--- config.mk ---
export PLATFORM = sky130hd
export DESIGN_NAME = flag_branch_unit
export DESIGN_NICKNAME = d
export VERILOG_FILES = /design/src/rtl/flag_branch_unit_pkg.sv /design/src/rtl/flag_branch_unit_cond.sv /design/src/rtl/flag_branch_unit.sv
export SDC_FILE = /design/constraint.sdc
export NUM_CORES = 1
export LEC_CHECK = 0
export CAP_MARGIN = 10
export CORE_ASPECT_RATIO = 0.8
export CORE_MARGIN = 5
export CORE_UTILIZATION = 48
export CTS_CLUSTER_SIZE = 10
export DETAILED_ROUTE_END_ITERATION = 12
export HOLD_SLACK_MARGIN = 0.05
export PLACE_DENSITY = 0.86
export SYNTH_ARGS = -nofsm -noshare
export SYNTH_HDL_FRONTEND = slang
export SYNTH_HIERARCHICAL = 1
export SYNTH_SLANG_ARGS = --single-unit
export TNS_END_PERCENT = 5
--- constraint.sdc ---
create_clock -name clk -period 4.25 [get_ports clk]
set_input_delay 0.425 -clock clk [delete_from_list [all_inputs] [get_ports clk]]
set_output_delay 0.425 -clock clk [all_outputs]
set_load 0.005 [all_outputs]
--- src/rtl/flag_branch_unit_pkg.sv ---
// Shared constants for the EX-stage flag register and branch resolver:
// branch opcode, condition codes, flag bit positions and FSM state type.
package flag_branch_unit_pkg;

    localparam logic [3:0] OP_B = 4'hC;

    localparam logic [2:0] COND_NE = 3'b000;
    localparam logic [2:0] COND_EQ = 3'b001;
    localparam logic [2:0] COND_GT = 3'b010;
    localparam logic [2:0] COND_LT = 3'b011;
    localparam logic [2:0] COND_GE = 3'b100;
    localparam logic [2:0] COND_LE = 3'b101;
    localparam logic [2:0] COND_OV = 3'b110;
    localparam logic [2:0] COND_UN = 3'b111;

    localparam int unsigned FLAG_V = 2;
    localparam int unsigned FLAG_Z = 1;
    localparam int unsigned FLAG_N = 0;

    typedef enum logic {
        IDLE,
        REDIRECT
    } brState_t;

    function automatic logic isBranch(input logic [15:0] instr);
        return instr[15:12] == OP_B;
    endfunction

endpackage

--- src/rtl/flag_branch_unit_cond.sv ---
// Combinational branch condition evaluator: (cond, {V,Z,N}) -> taken.
module branch_cond_eval
    import flag_branch_unit_pkg::*;
(
    input  logic [2:0] cond,
    input  logic [2:0] flags,
    output logic       taken
);

    logic flagV;
    logic flagZ;
    logic flagN;

    assign flagV = flags[FLAG_V];
    assign flagZ = flags[FLAG_Z];
    assign flagN = flags[FLAG_N];

    always_comb begin
        taken = 1'b0;
        unique case (cond)
            COND_NE: taken = ~flagZ;
            COND_EQ: taken = flagZ;
            COND_GT: taken = ~flagZ & ~flagN;
            COND_LT: taken = flagN;
            COND_GE: taken = flagZ | ~flagN;
            COND_LE: taken = flagZ | flagN;
            COND_OV: taken = flagV;
            COND_UN: taken = 1'b1;
            default: taken = 1'b0;
        endcase
    end

endmodule

--- src/rtl/flag_branch_unit.sv ---
// EX-stage flag register, branch resolution and one-cycle redirect/flush FSM.
// Optional BRANCH_STATS_EN adds saturating branch/taken counters.
module flag_branch_unit
    import flag_branch_unit_pkg::*;
#(
    parameter int unsigned PC_W  = 16,
    parameter int unsigned OFF_W = 9
) (
    input  logic            clk,
    input  logic            rst,
    input  logic            ex_valid,
    input  logic            stall,
    input  logic [15:0]     instr,
    input  logic [PC_W-1:0] pc_plus1,
    input  logic            alu_V,
    input  logic            alu_Z,
    input  logic            alu_N,
    output logic [2:0]      flags,
    output logic            redirect,
    output logic [PC_W-1:0] redirect_pc,
    output logic            flush_if,
    output logic            flush_id,
    output logic            ex_kill
`ifdef BRANCH_STATS_EN
    ,
    output logic [15:0]     br_count,
    output logic [15:0]     br_taken
`endif
);

    brState_t        state;
    logic            live;
    logic            liveBranch;
    logic            condTaken;
    logic [PC_W-1:0] offsetExt;
    logic [PC_W-1:0] target;

    // ex_kill is high throughout REDIRECT, so wrong-path EX work is never live.
    assign live       = ex_valid & ~stall & ~ex_kill;
    assign liveBranch = live & isBranch(instr);

    branch_cond_eval uCondEval (
        .cond  (instr[11:9]),
        .flags (flags),
        .taken (condTaken)
    );

    assign offsetExt = {{(PC_W-OFF_W){instr[OFF_W-1]}}, instr[OFF_W-1:0]};
    assign target    = pc_plus1 + offsetExt;

    always_ff @(posedge clk or posedge rst) begin
        if (rst) begin
            flags <= 3'b000;
        end else if (live) begin
            flags <= {alu_V, alu_Z, alu_N};
        end
    end

    always_ff @(posedge clk or posedge rst) begin
        if (rst) begin
            state       <= IDLE;
            redirect    <= 1'b0;
            redirect_pc <= '0;
            flush_if    <= 1'b0;
            flush_id    <= 1'b0;
            ex_kill     <= 1'b0;
        end else begin
            unique case (state)
                IDLE: begin
                    if (liveBranch && condTaken) begin
                        state       <= REDIRECT;
                        redirect    <= 1'b1;
                        redirect_pc <= target;
                        flush_if    <= 1'b1;
                        flush_id    <= 1'b1;
                        ex_kill     <= 1'b1;
                    end
                end
                REDIRECT: begin
                    if (!stall) begin
                        state       <= IDLE;
                        redirect    <= 1'b0;
                        redirect_pc <= '0;
                        flush_if    <= 1'b0;
                        flush_id    <= 1'b0;
                        ex_kill     <= 1'b0;
                    end
                end
                default: state <= IDLE;
            endcase
        end
    end

`ifdef BRANCH_STATS_EN
    always_ff @(posedge clk or posedge rst) begin
        if (rst) begin
            br_count <= 16'h0000;
            br_taken <= 16'h0000;
        end else if (liveBranch) begin
            if (br_count != 16'hFFFF) br_count <= br_count + 16'h0001;
            if (condTaken && br_taken != 16'hFFFF) br_taken <= br_taken + 16'h0001;
        end
    end
`endif

endmodule

Yosys cells after proc, flatten, opt, wreduce, memory -nomap -nowiden
Index checks and enable logic that the tools add are counted.
{"block": "word_totals", "elab_cells": 39, "inputBits": 39, "reg_bits": 21, "output_inout_bits": 23}
{"block": "classes", "n_reduce_logical": 3, "n_bitwise": 11, "addsub": 1, "muxes": 10, "n_eq_ne": 10}
{"operator": "16-bit 2-to-1 mux", "count": 2}
{"operator": "16-bit case mux with 2 select lines", "count": 1}
{"operator": "16-bit adder", "count": 1}
{"operator": "3-bit equality test (second input constant)", "count": 4}
{"operator": "1-bit case mux with 8 select lines", "count": 1}
{"operator": "3-bit by 2-bit equality test with 1-bit output (second input constant)", "count": 2}
{"operator": "1-bit NOT", "count": 5}
{"operator": "1-bit AND", "count": 4}
{"operator": "4-bit equality test (second input constant)", "count": 1}
{"operator": "1-bit 2-to-1 mux", "count": 4}
{"operator": "2-bit inequality test (second input constant)", "count": 2}
{"operator": "1-bit case mux with 2 select lines", "count": 2}
{"operator": "3-bit by 1-bit equality test with 1-bit output (second input constant)", "count": 1}
{"operator": "3-bit logical NOT", "count": 1}
{"operator": "1-bit OR", "count": 2}
{"operator": "2-bit AND reduction", "count": 1}
{"operator": "1-bit logical AND", "count": 1}

Depth between registers and ports, before layout
{"block": "depth", "depth_word": 7, "mapped_depth": 10, "depth_no_buf": 10}

Modules after synthesis
The synthesis kept the hierarchy.
{"mod": "flag_branch_unit", "seq_area_each_um2": 525.5, "area_per_inst_um2": 1572.8, "n_inst": 1, "cells_per_inst": 177}
{"mod": "branch_cond_eval", "seq_area_each_um2": 0.0, "area_per_inst_um2": 76.3, "n_inst": 1, "cells_per_inst": 11}

Least setup slack after synthesis
No wires, ideal clock.
{"block": "synth_path", "path_kind": "input-to-reg", "from": "in instr[0]", "to": "reg redirect_pc[10]", "arrival_time_ns": 2.026, "setup_ns": 0.132, "path_stages": 10, "t_required_ns": 4.118, "slack_ns": 2.092, "n_path_buf": 0, "cell_sequence": "ha_1 -> inv_1 -> fa_1 -> nor2b_4 -> o21ai_2 -> nand2b_1 -> a311o_1 -> a311oi_2 -> xor2_1 -> o21ai_1"}
{"block": "synth_via", "elab_chain_cells": 3}
{"item": "start, declared", "line_no": "flag_branch_unit.sv:13", "rtl": "input logic [15:0] instr,"}
{"item": "16-bit adder", "line_no": "flag_branch_unit.sv:49", "rtl": "assign target = pc_plus1 + offsetExt;"}
{"item": "16-bit 2-to-1 mux", "line_no": "flag_branch_unit.sv:70", "rtl": "if (liveBranch && condTaken) begin"}
{"item": "16-bit case mux with 2 select lines", "line_no": "flag_branch_unit.sv:68", "rtl": "unique case (state)"}
{"item": "end signal, assigned", "line_no": "flag_branch_unit.sv:73", "rtl": "redirect_pc <= target;"}
{"item": "end, declared", "line_no": "flag_branch_unit.sv:20", "rtl": "output logic [PC_W-1:0] redirect_pc,"}
No other way between the ends. The select of a mux whose other input is x is not followed.
A chain may end at the register's enable or synchronous reset.

Worst setup path in the final report
{"block": "layout_path", "from": "in instr[9]", "to": "reg redirect_pc[9]"}
{"block": "layout_via", "elab_chain_cells": 5, "word_cells_on_any_way": 12, "classes_between": "8 x eq/ne; 1 x mux; 3 x reduce/logical"}
{"item": "3-bit equality test (tied with other cells)", "line_no": "flag_branch_unit_cond.sv:20", "rtl": "unique case (cond)"}
{"item": "1-bit case mux with 8 select lines (*)", "line_no": "flag_branch_unit_cond.sv:20"}
{"item": "via condTaken", "line_no": "flag_branch_unit.sv:34", "rtl": "logic condTaken;"}
{"item": "1-bit logical AND (*)", "line_no": "flag_branch_unit.sv:70"}
{"item": "2-bit inequality test (no source line) (*)"}
{"item": "2-bit AND reduction (no source line) (*)"}
The timed path passes the listed nets; every way through them passes the cells marked *.

==> flow_summary.json <==
{
  "slew_headroom": 0.471,
  "syn_nets": 243,
  "ctsResizeCount": 0,
  "fin_area_um2": 2320,
  "grt_use_met1": 0.217,
  "tns_ns": 0,
  "hp-class": "flop to flop",
  "hold_buffers": 0,
  "p_seq_frac": 0.375,
  "path_clk_slew_ns": 0.08,
  "tritoncts": "yes",
  "synth.avg_cell_area_um2": 8.77,
  "cts_max_path_buffers": 2,
  "drc": 0,
  "grt_antenna_before_repair": 0,
  "maxCapViolations": 0,
  "grt_pass1_vias": 1462,
  "grt_pass1_wl_um": 6300,
  "power_frac_comb": 0.451,
  "cpLargestDelayFamily": "buffers and inverters",
  "drive_gt1_frac": 0.0571,
  "synth_top_cell_by_area": "dfrtp_1",
  "layout_commonest_cell": "clkdlybuf4s50_1",
  "status": "finished, final reports clean",
  "ir_drop_uv": 150,
  "use_met3": 0.0289,
  "nNetsFinal": 301,
  "io_pins": 62,
  "hold_viol": 0,
  "drt-initial-drc-count": 51,
  "initial_core_util": 0.489,
  "cts-buffers-inserted": 3,
  "crit_path_max_incr_delay_ns": 0.56,
  "p_sw_frac": 0.307,
  "timing.final.ws_setup_ns": 1.76,
  "via_count": 1571,
  "cellInternalPower_mw": 0.516,
  "gp_congestion": 0.884,
  "setup_viol": 0,
  "fp.coreArea_um2": 3380,
  "crit_buf_inv": 2,
  "cts_setup_buffers": 0,
  "crit_fanout": 20,
  "clock_latency_ns": 0.25,
  "root_buffer": "clkbuf_8",
  "cts_sinks": 21,
  "dp_slack_ns": 1.50,
  "syn-cell-area_um2": 1650,
  "finalMaxSlewViolations": 0,
  "die_h_um": 62.4,
  "clock_skew_ns": 0.00156,
  "layout_common_cells": "clkdlybuf4s50_1, dfrtp_1, nand3_1, o21ai_1, ha_1",
  "min_period_over_period": 0.585,
  "ys_seq_area_frac": 0.319,
  "crit_required_ns": 4.40,
  "crit_path_end_kind": "flop",
  "track_usage": 0.164,
  "routed_wl_um": 4020,
  "grt_max_degree": 22,
  "start_kind": "primary input",
  "h-tree-depth": 1,
  "p_sw_mw": 0.229,
  "cp.arrival_ns": 2.63,
  "antenna_cells": 0,
  "crit_chain": "clkdlybuf4s50_1 -> nor2b_2 -> mux2i_1 -> o31a_1 -> o21a_1 -> nand4_1 -> buf_4 -> a32o_1",
  "rows": 19,
  "postRouteAntennaNets": 0,
  "ys_seq_elements": 21,
  "tightest_slew_ns": 0.793,
  "syn_to_final_growth_pct": 40.7,
  "num-fill-cells": 285,
  "synth_top_cells_by_area": "dfrtp_1, ha_1, nand3_1, o21ai_1, xor2_1",
  "leakage_nw": 1.04,
  "dpl.hpwl_um": 3280,
  "dp.cells": 283,
  "first_pass_iters": 4,
  "slowest_stage": "clkdlybuf4s50_1",
  "top_usage_layer": "met2",
  "die-area_um2": 4710,
  "clock.fmax_mhz": 402,
  "ys_types": 41,
  "syn_inst": 188,
  "layout.cells.non_filler": 287,
  "rsz0062_at_grt": "no",
  "die_w_um": 75.5,
  "regToRegSetupSlack_ns": 2.07,
  "critical_path_class": "primary input to flop",
  "yosysTopAreaCellShare": 0.319,
  "grt_overflow": 0,
  "fin_crit_ns": 2.49,
  "hold_ws_ns": 0.510,
  "clockPowerShare": 0.174,
  "powerDensity_nw_per_um2": 321,
  "placed_area_um2": 2270,
  "use_met2": 0.263,
  "viasPerCell": 5.47,
  "detail_route.wl_per_cell_um": 14.0,
  "io_buffers": 61,
  "ys_warn_count": 6
}
metal layers:
| metal | vias up | routed length [µm] |
|---|---|---|
| li1 | 798 | - |
| met1 | 717 | 1850 |
| met2 | 52 | 1850 |
| met3 | 4 | 292 |
| met4 | 0 | 25 |
| met5 | - | 0 |
synthesized netlist by cell type (all sizes together):
| cell type | count |
|---|---|
| o31ai | 1 |
| and3 | 1 |
| buf | 3 |
| nor4b | 1 |
| ha | 15 |
| nor2b | 4 |
| o21ai | 20 |
| a31oi | 4 |
| nor2 | 10 |
| nor3 | 2 |
| fa | 1 |
| a32o | 1 |
| nand4 | 3 |
| nand3 | 17 |
| nand3b | 2 |
| o31a | 1 |
| xor2 | 7 |
| o21a | 4 |
| o211ai | 1 |
| mux2i | 3 |
| a21o | 7 |
| dfrtp | 21 |
| nand2b | 4 |
| nor4 | 1 |
| clkbuf | 6 |
| inv | 9 |
| a311oi | 2 |
| nand4b | 1 |
| nand2 | 13 |
| a21oi | 11 |
| nor3b | 1 |
| a311o | 1 |
| mux2 | 3 |
| xnor2 | 5 |
| and2 | 2 |
flip-flops by register name, indices dropped and copies added (netlist names):
signal	cells
state	1
redirect_pc	16
ex_kill	1
flags	3
cell families after synthesis:
logic type,count (synthesis),synth area share
XOR/XNOR,12,0.0637
flip-flops,21,0.319
AND/OR/NAND/NOR,62,0.200
multiplexers,6,0.0387
AO/OA/AOI/OAI,53,0.205
buffers and inverters,18,0.0478
adder cells (fa/ha/maj),16,0.126
power groups by stage:
| stage | clock (mW) | combinational, mW | sequential (mW) |
|---|---|---|---|
| finish | 0.130 | 0.336 | 0.280 |
| global route | 0.141 | 0.368 | 0.286 |
| CTS | 0.131 | 0.339 | 0.281 |
| detailed placement | 0 | 0.339 | 0.285 |
| global placement | 0 | 0.329 | 0.283 |
| floorplan | 0 | 0.165 | 0.283 |
cell type report:
type | count | area, µm² | area share
clock buffer | 3 | 41.3 | 0.0178
tap | 42 | 52.6 | 0.0226
sequential | 21 | 526 | 0.226
clock inverter | 1 | 5.00 | 0.00216
timing repair buffer | 62 | 618 | 0.266
inverter | 9 | 33.8 | 0.0146
multi-input combinational | 149 | 1040 | 0.450
per-stage QoR:
stage,utilization,power (mW)
final,0.688,0.745
after global routing,0.688,0.796
after CTS,0.688,0.751
after detailed placement,0.674,0.623
after global placement,0.674,0.612
after floorplan,-,0.448
worst min-delay path, cell delays in order, from the launching register on:
cell and delay (ns):
dfrtp_1 0.35, nand3_1 0.06, o21ai_1 0.07
final timing paths:
kind,startpoint,end,cells after the start
setup / recovery,instr[9],redirect_pc[9],8
hold / removal,redirect_pc[13],redirect_pc[13],2
setup reg to reg,flags[0],redirect_pc[9],7
hold reg to reg,redirect_pc[13],redirect_pc[13],2
max in group asynchronous,rst,redirect_pc[2],2
min in group asynchronous,rst,flags[0],2
No activity file was read; power rests on OpenSTA's default activity.
==> edit 1, RTL diff (config.mk and constraints unchanged) <==
`PC_W`: 16 -> 14.
--- a/src/rtl/flag_branch_unit.sv
+++ b/src/rtl/flag_branch_unit.sv
@@ -3,7 +3,7 @@
 module flag_branch_unit
     import flag_branch_unit_pkg::*;
 #(
-    parameter int unsigned PC_W  = 16,
+    parameter int unsigned PC_W  = 14,
     parameter int unsigned OFF_W = 9
 ) (
     input  logic            clk,
Interface: changed (resized pc_plus1 and redirect_pc); port bits go from 62 to 58. No check against the original RTL was run, so the function may have changed too.
==> edit 1 against the unedited design <==
Register-to-register slack better by 0.12 ns. Clock power down 4%. Critical path depth up 2. Cell area down 9.4%. Area after synthesis down 11%. Worst setup slack better by 0.030 ns. Routed wire length down 17%. Sequential cell count down 2. Total power down 9.9%. Count of clock-buffer cells in the layout unchanged. Critical path type unchanged. Critical endpoint is now redirect_pc[8]. Largest cell class unchanged.
==> edit 1: results (changes against the unedited design) <==
| Metric | Value |
|---|---|
| Worst Hold End | redirect_pc[6] (was redirect_pc[13]) |
| Worst min-delay path startpoint | redirect_pc[6] (was redirect_pc[13]) |
| Pin count of the biggest net entering global routing | 26 (was 22) |
| Sequential cell area share | 22.6% (about the same) |
| Fin nets | 273 (was 301) |
| Vias per inst | 5.28 (was 5.47) |
| Seq cells | 19 (was 21) |
| Syn nets | 217 (was 243) |
| Vias in the first global route | 1201 (was 1462) |
| First-pass GRT wire length | 5350 um (was 6300 um) |
| Data buffer area share | 27.5% (was 26.6%) |
| Bufs w/o clock | 58 (was 62) |
| Status | finished clean (unchanged) |
| Fill cell instance count of the final layout | 266 (was 285) |
| Wire length reported by the detailed router | 3340 um (was 4020 um) |
| Biggest regs | redirect_pc (14), flags (3) (was redirect_pc (16), flags (3)) |
| CP max stage delay | 0.46 ns (was 0.56 ns) |
| Max VDD drop | 0.138 mV (was 0.150 mV) |
| Multi-input logic area | 915 um2 (was 0.00104 mm2) |
| Worst Reg-to-Reg Cells | 9 (was 7) |
| Kind of cell with the highest combined delay on the critical path | compound AO/OA/AOI/OAI gates (was buffers and inverters) |
| Share of cells above drive strength 1 | 6.79% (was 5.71%) |
| IO Port Bufs | 57 (was 61) |
| Hold WS | 0.502 ns (was 0.510 ns) |
| Reg2reg end | redirect_pc[8] (was redirect_pc[9]) |
| Leak | 0.000934 uW (was 0.00104 uW) |
| Multi-input gates | 130 (was 149) |
| Crit path DAT | 2.58 ns (was 2.63 ns) |
| Layout clock area frac | 2.20% (was 1.99%) |
| Worst slew pin tran | 0.712 ns (was 0.793 ns) |
edit 1: cell types whose count changed after synthesis, moves of 3 or more:
cell,before,now
o21ai_0,4,12
a31oi_1,4,0
a21o_1,7,2
nand2_1,13,16
nor2_1,10,6
xor2_1,7,4
o21ai_1,15,3
edit 1: worst max-delay path by stage:
stage	start	to	slack (ns)	depth (start not counted)
floorplan	instr[0]	redirect_pc[10]	2.21	9
global placement	instr[0]	redirect_pc[10]	1.57	10
detailed placement	instr[0]	redirect_pc[10]	1.54	10
CTS	instr[0]	redirect_pc[8]	1.80	10
global route	instr[0]	redirect_pc[8]	1.57	10
finish	instr[0]	redirect_pc[8]	1.79	10
edit 1: power breakdown:
part | switching [uW] | internal [uW] | leakage [uW]
sequential | 29.9 | 222 | 0.000249
clock | 60.1 | 65.1 | 0.0000255
combinational | 110 | 184 | 0.000659
total | 200 | 471 | 0.000934
edit 1: cell families after synthesis:
logic type	synth area share [%]
simple gates	17.9
compound gates	21.0
flops	32.5
buf+inv	5.12
fa+ha+maj	12.5
xor+xnor	5.98
mux	5.04
edit 1: metal layers:
layer / global-route usage, % / vias up / wire length [um]
met5: 0 / - / 0
met1: 22.8 / 619 / 1630
met2: 24.6 / 46 / 1410
li1: - / 707 / -
met4: 6.43 / 0 / 46
met3: 2.71 / 7 / 240
edit 1: through the flow:
step	instances	setup slack, ns	area (um2)	utilization, %
after global placement	257	1.57	2060	68.1
after CTS	261	1.80	2100	69.7
final	261	1.79	2100	69.7
after floorplan	166	2.21	1470	-
after global routing	261	1.57	2100	69.7
after detailed placement	257	1.54	2060	68.1
==> edit 2, RTL diff (same flow settings) <==
Made on the original files. Register the output `redirect_pc` once more, without a reset; this adds one clock of latency there. The other outputs are not delayed to match.
--- a/src/rtl/flag_branch_unit.sv
+++ b/src/rtl/flag_branch_unit.sv
@@ -27,6 +27,8 @@
     output logic [15:0]     br_taken
 `endif
 );
+
+    logic [PC_W-1:0] redirect_pc_s0;
 
     brState_t        state;
     logic            live;
@@ -60,7 +62,7 @@
         if (rst) begin
             state       <= IDLE;
             redirect    <= 1'b0;
-            redirect_pc <= '0;
+            redirect_pc_s0 <= '0;
             flush_if    <= 1'b0;
             flush_id    <= 1'b0;
             ex_kill     <= 1'b0;
@@ -70,7 +72,7 @@
                     if (liveBranch && condTaken) begin
                         state       <= REDIRECT;
                         redirect    <= 1'b1;
-                        redirect_pc <= target;
+                        redirect_pc_s0 <= target;
                         flush_if    <= 1'b1;
                         flush_id    <= 1'b1;
                         ex_kill     <= 1'b1;
@@ -80,7 +82,7 @@
                     if (!stall) begin
                         state       <= IDLE;
                         redirect    <= 1'b0;
-                        redirect_pc <= '0;
+                        redirect_pc_s0 <= '0;
                         flush_if    <= 1'b0;
                         flush_id    <= 1'b0;
                         ex_kill     <= 1'b0;
@@ -103,5 +105,9 @@
     end
 `endif
 
+    always_ff @(posedge clk) begin
+        redirect_pc <= redirect_pc_s0;
+    end
+
 endmodule
 
Function: changed (Yosys sat finds a counterexample within 4 cycles, from zero or initial values and one cycle with rst high).
==> edit 2 against the unedited design <==
Cell area up 18%. Routed wire length rose by 5.8%. Global-route usage shrank 0.50 points. Sequential cell count rose by 16. Area after synthesis up 21%. Register-to-register slack better by 0.26 ns. Worst setup slack worse by 0.037 ns. Total power up 43%. Fmax is 1.5% lower.
==> edit 2: results (changes against the unedited design) <==
| Metric | Value |
|---|---|
| Pre-CTS WS | 1.47 ns (was 1.50 ns) |
| Share of cells above drive strength 1 | 7.41% (was 5.71%) |
| Area contributors post-synth | dfrtp_1 (26%), dfxtp_1 (16%), ha_1 (9.4%) (was dfrtp_1 (32%), ha_1 (11%), nand3_1 (5.2%)) |
| Syn nets | 264 (was 243) |
| Pre-antenna DRT Iters | 6 (was 4) |
| Biggest regs | redirect_pc (16), redirect_pc_s0 (16), flags (3) (was redirect_pc (16), flags (3)) |
| Max VDD drop | 0.199 mV (was 0.150 mV) |
| Int Power | 783 uW (was 516 uW) |
| Layout clock area frac | 3.71% (was 1.99%) |
| Wire length reported by the detailed router | 4250 um (was 4020 um) |
| Leak | 0.00120 uW (was 0.00104 uW) |
| Fraction of area in multi-input gates | 39.3% (was 45.0%) |
| Synth Area in XOR/XNOR | 3.94% (was 6.37%) |
| Htree depth | 2 (was 1) |
| Non-clock inverters | 6 (was 9) |
| Adder-cell share of the synthesized area | 10.4% (was 12.6%) |
| Crit path DAT | 2.74 ns (was 2.63 ns) |
| Mux cell area share after synthesis | 3.19% (was 3.87%) |
| Yosys cell types | 49 (was 41) |
| HPWL Detailed | 3360 um (was 3280 um) |
| Status | finished clean (unchanged) |
| Vias in the first global route | 1520 (was 1462) |
| Crit-path max FO | 4 (was 20) |
| Post-synth top cells | nand3_1 (22), dfrtp_1 (21), nand2_1 (17) (was dfrtp_1 (21), nand3_1 (17), ha_1 (15), o21ai_1 (15), nand2_1 (13)) |
| Fill cell instance count of the final layout | 333 (was 285) |
| CTS Buf Count | 5 (was 3) |
| Total Routing Usage GR | 15.9% (was 16.4%) |
| Fin nets | 324 (was 301) |
| Clk_lat worst skew | 0.28 ns (was 0.25 ns) |
| Sequential cell area share | 31.0% (was 22.6%) |
| Multi-input gates | 157 (was 149) |
| Placer Congestion | 0.795 (was 0.884) |
## edit 2: cells by family after synthesis
logic type | after synthesis
xor+xnor | 9
compound gates | 50
mux | 6
buf+inv | 15
simple gates | 76
flops | 37
fa+ha+maj | 16
## edit 2: power by group through the flow
stage | Clock (uW) | Combinational, uW | Sequential (uW)
5_1_grt | 279 | 369 | 483
3_3_place_gp | 0 | 329 | 476
3_5_place_dp | 0 | 335 | 481
6_report | 257 | 334 | 473
2_1_floorplan | 0 | 161 | 479
4_1_cts | 267 | 337 | 474
## edit 2: path summary, 6_finish.rpt
kind,startpoint,end,slack [ns],depth (start not counted)
setup / recovery,instr[0],redirect_pc_s0[14],1.73,10
hold / removal,redirect_pc_s0[3],redirect_pc[3],0.37,0
setup reg to reg,flags[0],redirect_pc_s0[13],2.33,7
hold reg to reg,redirect_pc_s0[3],redirect_pc[3],0.37,0
max in group asynchronous,rst,flags[1],3.15,2
min in group asynchronous,rst,redirect_pc_s0[1],0.61,2
## edit 2: per-stage QoR
step / cells / cell area [um2] / power (uW)
after floorplan: 209 / 2000 / 640
after global placement: 319 / 2630 / 805
after detailed placement: 319 / 2630 / 817
after CTS: 327 / 2730 / 1080
after global routing: 327 / 2730 / 1130
final: 327 / 2730 / 1060
## edit 2: layer usage
layer  vias to the layer above  track usage (%)  part of all wire (%)  wire length [um]
met5                         -                0                     0                 0
met4                         0             6.85                   1.6                68
met3                         8             3.60                   8.3               353
met2                        58             25.4                    43              1830
met1                       773             20.6                    47              2000
li1                        871                -                     -                 -
## edit 2: worst max-delay path: stages
cell	delay (ns)
clkdlybuf4s50_1	0.46
ha_1	0.16
inv_1	0.05
fa_1	0.40
nand2b_1	0.20
a21oi_2	0.17
o21ai_2	0.10
o31a_1	0.33
a2111o_1	0.37
nand2_1	0.07
